File: src/rtl/led_select_controller_pkg.sv
// Shared encodings for the LED select controller: run-mode codes, FSM states
// and the mode rotation order.
package led_select_controller_pkg;

  localparam int DEFAULT_NUM_LFSR_BITS = 22;

  localparam logic [1:0] MODE_MANUAL = 2'd0;
  localparam logic [1:0] MODE_CHASE  = 2'd1;
  localparam logic [1:0] MODE_RANDOM = 2'd2;

  // Run states share their encoding with the mode codes they represent.
  typedef enum logic [1:0] {
    ST_MANUAL = 2'd0,
    ST_CHASE  = 2'd1,
    ST_RANDOM = 2'd2,
    ST_RESEED = 2'd3
  } state_t;

  function automatic logic [1:0] next_run_mode(input logic [1:0] mode);
    logic [1:0] result;
    case (mode)
      MODE_MANUAL: result = MODE_CHASE;
      MODE_CHASE:  result = MODE_RANDOM;
      default:     result = MODE_MANUAL;
    endcase
    return result;
  endfunction

endpackage

File: src/rtl/led_select_controller.sv
// Sequencing controller for the LFSR-driven LED demux: owns LFSR enable/seed
// strobes and produces the demux select and data bit in three run modes.
module led_select_controller
  import led_select_controller_pkg::*;
#(
  parameter int NUM_LFSR_BITS = DEFAULT_NUM_LFSR_BITS,
  parameter logic [NUM_LFSR_BITS-1:0] SEED = {{(NUM_LFSR_BITS-1){1'b0}}, 1'b1}
) (
  input  logic                     i_Clk,
  input  logic                     i_Reset,
  input  logic                     i_Tick,
  input  logic [NUM_LFSR_BITS-1:0] i_LFSR_Data,
  input  logic                     i_Mode_Pulse,
  input  logic [1:0]               i_Manual_Sel,
  output logic                     o_LFSR_Enable,
  output logic                     o_Seed_DV,
  output logic [NUM_LFSR_BITS-1:0] o_Seed_Data,
  output logic [1:0]               o_Sel,
  output logic                     o_Data,
  output logic [1:0]               o_Mode
);

  state_t     state_r, state_s;
  logic [1:0] next_mode_r, next_mode_s;
  logic [1:0] mode_r, mode_s;
  logic [1:0] sel_r, sel_s;
  logic       data_r, data_s;
  logic       enable_r, enable_s;
  logic       seed_dv_r, seed_dv_s;
  logic       lfsr_unused_s;

  // Only the two LSBs of the LFSR pick a random LED.
  assign lfsr_unused_s = ^i_LFSR_Data[NUM_LFSR_BITS-1:2];

  function automatic logic [1:0] next_sel(input state_t st, input logic [1:0] sel,
                                          input logic [1:0] candidate);
    logic [1:0] result;
    case (st)
      ST_CHASE:  result = sel + 2'd1;
      ST_RANDOM: result = (candidate == sel) ? (sel + 2'd1) : candidate;
      default:   result = sel;
    endcase
    return result;
  endfunction

  // Next-state and next-output logic; outputs are registered below.
  always_comb begin
    state_s     = state_r;
    next_mode_s = next_mode_r;
    mode_s      = mode_r;
    sel_s       = sel_r;
    data_s      = data_r;
    enable_s    = enable_r;
    seed_dv_s   = 1'b0;
    case (state_r)
      ST_RESEED: begin
        // Arriving from reset the strobe has not been issued yet: issue it first.
        if (!seed_dv_r) begin
          seed_dv_s = 1'b1;
          enable_s  = 1'b0;
        end else begin
          enable_s = 1'b1;
          mode_s   = next_mode_r;
          case (next_mode_r)
            MODE_CHASE: begin
              state_s = ST_CHASE;
              sel_s   = 2'd0;
              data_s  = 1'b1;
            end
            MODE_RANDOM: begin
              state_s = ST_RANDOM;
              data_s  = 1'b1;
            end
            default: begin
              state_s = ST_MANUAL;
              sel_s   = i_Manual_Sel;
              data_s  = 1'b0;
            end
          endcase
        end
      end
      ST_MANUAL, ST_CHASE, ST_RANDOM: begin
        if (i_Mode_Pulse) begin
          next_mode_s = next_run_mode(mode_r);
          state_s     = ST_RESEED;
          seed_dv_s   = 1'b1;
          enable_s    = 1'b0;
        end else if (state_r == ST_MANUAL) begin
          enable_s = 1'b1;
          sel_s    = i_Manual_Sel;
          data_s   = i_Tick ? ~data_r : data_r;
        end else begin
          enable_s = 1'b1;
          data_s   = 1'b1;
          sel_s    = i_Tick ? next_sel(state_r, sel_r, i_LFSR_Data[1:0]) : sel_r;
        end
      end
      default: begin
        state_s = ST_RESEED;
      end
    endcase
  end

  // State and output registers with synchronous reset.
  always_ff @(posedge i_Clk) begin
    if (i_Reset) begin
      state_r     <= ST_RESEED;
      next_mode_r <= MODE_MANUAL;
      mode_r      <= MODE_MANUAL;
      sel_r       <= 2'd0;
      data_r      <= 1'b0;
      enable_r    <= 1'b0;
      seed_dv_r   <= 1'b0;
    end else begin
      state_r     <= state_s;
      next_mode_r <= next_mode_s;
      mode_r      <= mode_s;
      sel_r       <= sel_s;
      data_r      <= data_s;
      enable_r    <= enable_s;
      seed_dv_r   <= seed_dv_s;
    end
  end

  assign o_LFSR_Enable = enable_r;
  assign o_Seed_DV     = seed_dv_r;
  assign o_Seed_Data   = SEED;
  assign o_Sel         = sel_r;
  assign o_Data        = data_r;
  assign o_Mode        = mode_r;

endmodule

File: config.mk
export PLATFORM = sky130hd
export DESIGN_NAME = led_select_controller
export DESIGN_NICKNAME = d
export VERILOG_FILES = /design/src/rtl/led_select_controller_pkg.sv /design/src/rtl/led_select_controller.sv
export SDC_FILE = /design/constraint.sdc
export NUM_CORES = 1
export LEC_CHECK = 0
export ABC_AREA = 1
export ABC_CLOCK_PERIOD_IN_PS = 2900
export BUFFER_PORTS_ARGS = -buffer_cell sky130_fd_sc_hd__buf_2
export CORE_MARGIN = 2
export CORE_UTILIZATION = 30
export CTS_CLUSTER_DIAMETER = 120
export DETAILED_ROUTE_END_ITERATION = 16
export PLACE_DENSITY = 0.59
export SYNTH_ARGS = -nofsm -noshare
export SYNTH_HDL_FRONTEND = slang
export SYNTH_SLANG_ARGS = --single-unit
export TNS_END_PERCENT = 30
File: constraint.sdc
create_clock -name i_Clk -period 2.9 [get_ports i_Clk]
set_input_delay 0.145 -clock i_Clk [delete_from_list [all_inputs] [get_ports i_Clk]]
set_output_delay 0.145 -clock i_Clk [all_outputs]
set_load 0.02 [all_outputs]
==> impl_results.rst <==
.. list-table::
   :header-rows: 1

   * - Metric
     - Value
   * - Run status
     - complete, no violations
   * - Number of buffers inserted during clock tree synthesis
     - 3
   * - Y dimension of the die
     - 56.1 um
   * - Cell-internal power
     - 0.000424 W
   * - CP max stage delay
     - 0.38 ns
   * - Pin count of the biggest net entering global routing
     - 7
   * - Clock tree from TritonCTS
     - done
   * - Starting density of the core
     - 32.2%
   * - Initial antenna violation count
     - 0
   * - Area grow syn2layout
     - 5.38%
   * - Root cell of the clock tree
     - sky130_fd_sc_hd__clkbuf_4
   * - Post-synthesis instance area
     - 813 um2
   * - Detailed-routing iteration count for the pre-antenna-repair pass
     - 4
   * - Number of H-tree branching levels
     - 1
   * - Via count of the first global-routing pass
     - 596
   * - Total number of vias
     - 694
   * - Detailed-placement wirelength estimate
     - 1250 um
   * - Overall power of the completed layout
     - 0.000818 W
   * - Min Tclk post-route
     - 1.28 ns
   * - Critical path depth
     - 7
   * - Cell-by-cell listing of the critical path
     - inv_1 > ha_1 > or2_4 > nand2_4 > nand3_1 > nor2_1 > nor2_1
   * - Final weighted congestion in routability-driven placement
     - roughly 0.84
   * - Internal reg-to-reg setup slack
     - 1.62 ns
   * - Post-layout utilization of the core
     - 34.0%
   * - Width of the die
     - approximately 56 um
   * - Slowest cell on the critical path
     - sky130_fd_sc_hd__dfxtp_1
   * - Power density normalized to cell area
     - 954 nW/um2
   * - Reg-to-reg startpoint
     - next_mode_r[0]
   * - Total congestion overflow
     - 0
   * - Endpoint arrival time on the critical path
     - ~1.4 ns
   * - Post-layout nets
     - 169
   * - Number of primary I/O pins
     - 57
   * - Most used cell along the critical path
     - sky130_fd_sc_hd__nor2_1
   * - Slew Limit Fails
     - 0
   * - Maximum count of clock buffers along a single path
     - 2
   * - Antenna Cells
     - 0
   * - Avg Vias per Cell
     - 4.13
   * - Setup slack at placement
     - between 1.5 and 2 ns
   * - Timing-limited maximum frequency
     - 783 MHz
   * - Combinational group share of total power
     - between 50 and 60%
   * - Worst Clk Skew
     - roughly 0.0095 ns
   * - Number of gates given a new drive strength after cts
     - 0
   * - Setup repair after global routing missed its margin
     - false
   * - Worst Path Max Fanout
     - 4
   * - Final Setup Violations
     - 0
   * - Count of standard-cell rows
     - 18
   * - Proportion of total power due to net switching
     - 48.2%
   * - Crit path buffers/inverters
     - 1
   * - Global-route wire length before repair
     - about 2500 um
   * - FF-to-FF path depth
     - 7
   * - Endpoint of the worst register-to-register path
     - o_Sel[1]
   * - Area of the die
     - 3140 um2
   * - Clock input transition at the sequential cells of the worst setup and hold paths
     - 0.07 ns
   * - Endpoint of the most critical setup path
     - o_Sel[1]
   * - Number of failing hold endpoints at the final stage
     - 0
   * - Critical Path Start Type
     - register
   * - Number of register bits inferred by synthesis
     - 11
   * - Leakage power summed over all cells
     - 0.477 nW
   * - Top library cells by usage in the layout, fill and taps aside
     - sky130_fd_sc_hd__nand2_1 (25), sky130_fd_sc_hd__conb_1 (22), sky130_fd_sc_hd__nor2_1 (16)
   * - 1st-iter DRT viols
     - 13
   * - Worst setup path category
     - reg -> reg
   * - Final WS setup
     - 1.62 ns
   * - Post-DR wirelength/cell
     - around 8.7 um
   * - Max IR drop VDD
     - around 350 uV
   * - Count of input and output buffers
     - 14
   * - Setup Total Neg Slack
     - 0 ns
   * - Layout cells sized above 1
     - 18.8%
   * - Hold bufs inserted after CTS
     - 0
   * - Ratio of final minimum period to clock period
     - 44.0%
   * - Antenna-violating nets left
     - 0
   * - Global Route Usage Sum
     - between 9 and 10%
   * - Post-detailed-route DRC marker count
     - 0
   * - Mean cell area of the mapped netlist
     - 6.67 um2
   * - Synthesis Warnings
     - 0
   * - Clock network fraction of design power
     - 12.4%
   * - Element type at the critical path end
     - register
   * - Post-CTS Setup Bufs
     - 0
   * - Most common library cell in the layout ignoring fill and taps
     - sky130_fd_sc_hd__nand2_1
   * - Part of the power in registers
     - 31.3%
   * - Top cell family by delay on the critical path
     - simple AND/OR/NAND/NOR gates
   * - CP Launch Point
     - next_mode_r[0]
   * - Worst Hold Class
     - in -> reg
   * - DRT Wirelength
     - ~1500 um
   * - Number of cells produced by synthesis
     - ~120
   * - Required @ worst endpoint
     - 3.07 ns
   * - Hold slack final
     - 0.129 ns
   * - Switching power
     - 0.000394 W
   * - Sequential-to-total area share from yosys stat
     - 27.1%
   * - Number of max-capacitance violations reported
     - 0
   * - Placeable core area
     - 2520 um2
   * - Clock Sinks
     - 11
   * - Count of cell types in the netlist
     - 19
   * - Clock insertion delay at the later pin of the skew report
     - 0.26 ns
-- metrics by stage --
step,cell area (um2),cells
floorplan,888,142
global placement,831,164
detailed placement,831,164
CTS,857,168
global route,857,168
finish,857,168
-- flip-flops by register name, indices dropped and copies added (netlist names) --
register and cells:
o_Sel 2, o_LFSR_Enable 1, o_Data 1, o_Seed_DV 1, state_r 2, next_mode_r 2
o_Mode 2
-- routing by layer --
layer,vias up,wire (um),GRT usage (%)
met1,294,656,13.4
met4,0,0,2.38
met3,0,132,2.79
met5,-,0,0
li1,366,-,-
met2,34,672,15.0
-- cell usage after synthesis --
| cell type | n | area (um2) |
|---|---|---|
| sky130_fd_sc_hd__conb_1 | 2 | 7.51 |
| sky130_fd_sc_hd__inv_1 | 15 | 56.3 |
| sky130_fd_sc_hd__inv_4 | 1 | 6.26 |
| sky130_fd_sc_hd__a21oi_1 | 4 | 20.0 |
| sky130_fd_sc_hd__ha_1 | 2 | 25.0 |
| sky130_fd_sc_hd__a211oi_1 | 1 | 7.51 |
| sky130_fd_sc_hd__buf_4 | 22 | 165 |
| sky130_fd_sc_hd__nand2_4 | 3 | 33.8 |
| sky130_fd_sc_hd__o21ai_2 | 2 | 17.5 |
| sky130_fd_sc_hd__nand2_1 | 25 | 93.8 |
| sky130_fd_sc_hd__dfxtp_1 | 11 | 220 |
| sky130_fd_sc_hd__and2_1 | 1 | 6.26 |
| sky130_fd_sc_hd__o22ai_1 | 2 | 12.5 |
| sky130_fd_sc_hd__nor2_1 | 16 | 60.1 |
| sky130_fd_sc_hd__or2_2 | 1 | 6.26 |
| sky130_fd_sc_hd__o21ai_0 | 6 | 30.0 |
| sky130_fd_sc_hd__nand3_1 | 6 | 30.0 |
| sky130_fd_sc_hd__or2_4 | 1 | 8.76 |
| sky130_fd_sc_hd__nand2_2 | 1 | 6.26 |
-- final cells by class --
cell class,instances,area (um2)
Clock buffer,4,26.3
Multi-Input combinational cell,93,440
Fill cell,288,1670
Timing Repair Buffer,14,70.1
Sequential cell,11,220
Tap cell,30,37.5
Inverter,16,62.6
-- worst min path at each step --
stage | from | end | slack [ns] | cells after the start
after floorplan | i_Reset | o_Mode[0] | 0.21 | 1
after global placement | i_Reset | next_mode_r[0] | 0.39 | 2
after detailed placement | i_Reset | o_Mode[0] | 0.40 | 2
after CTS | i_Reset | o_LFSR_Enable | 0.12 | 2
after global routing | i_Reset | o_LFSR_Enable | 0.12 | 2
final | i_Reset | o_LFSR_Enable | 0.13 | 2
-- logic make-up after synthesis --
group | count (synthesis) | share of synthesized area (%)
flops | 11 | 27.1
buf+inv | 38 | 28.0
simple gates | 54 | 30.2
other cells | 2 | 0.923
compound gates | 15 | 10.8
fa+ha+maj | 2 | 3.08
-- power groups by stage --
stage / Clock, W / Combinational, W / Sequential, W
after floorplan: 0 / 0.000348 / 0.000292
final: 0.000102 / 0.000460 / 0.000256
after global placement: 0 / 0.000453 / 0.000257
after CTS: 0.000107 / 0.000463 / 0.000255
after global routing: 0.000122 / 0.000521 / 0.000264
after detailed placement: 0 / 0.000462 / 0.000259
(Power assumes the default switching activity.)
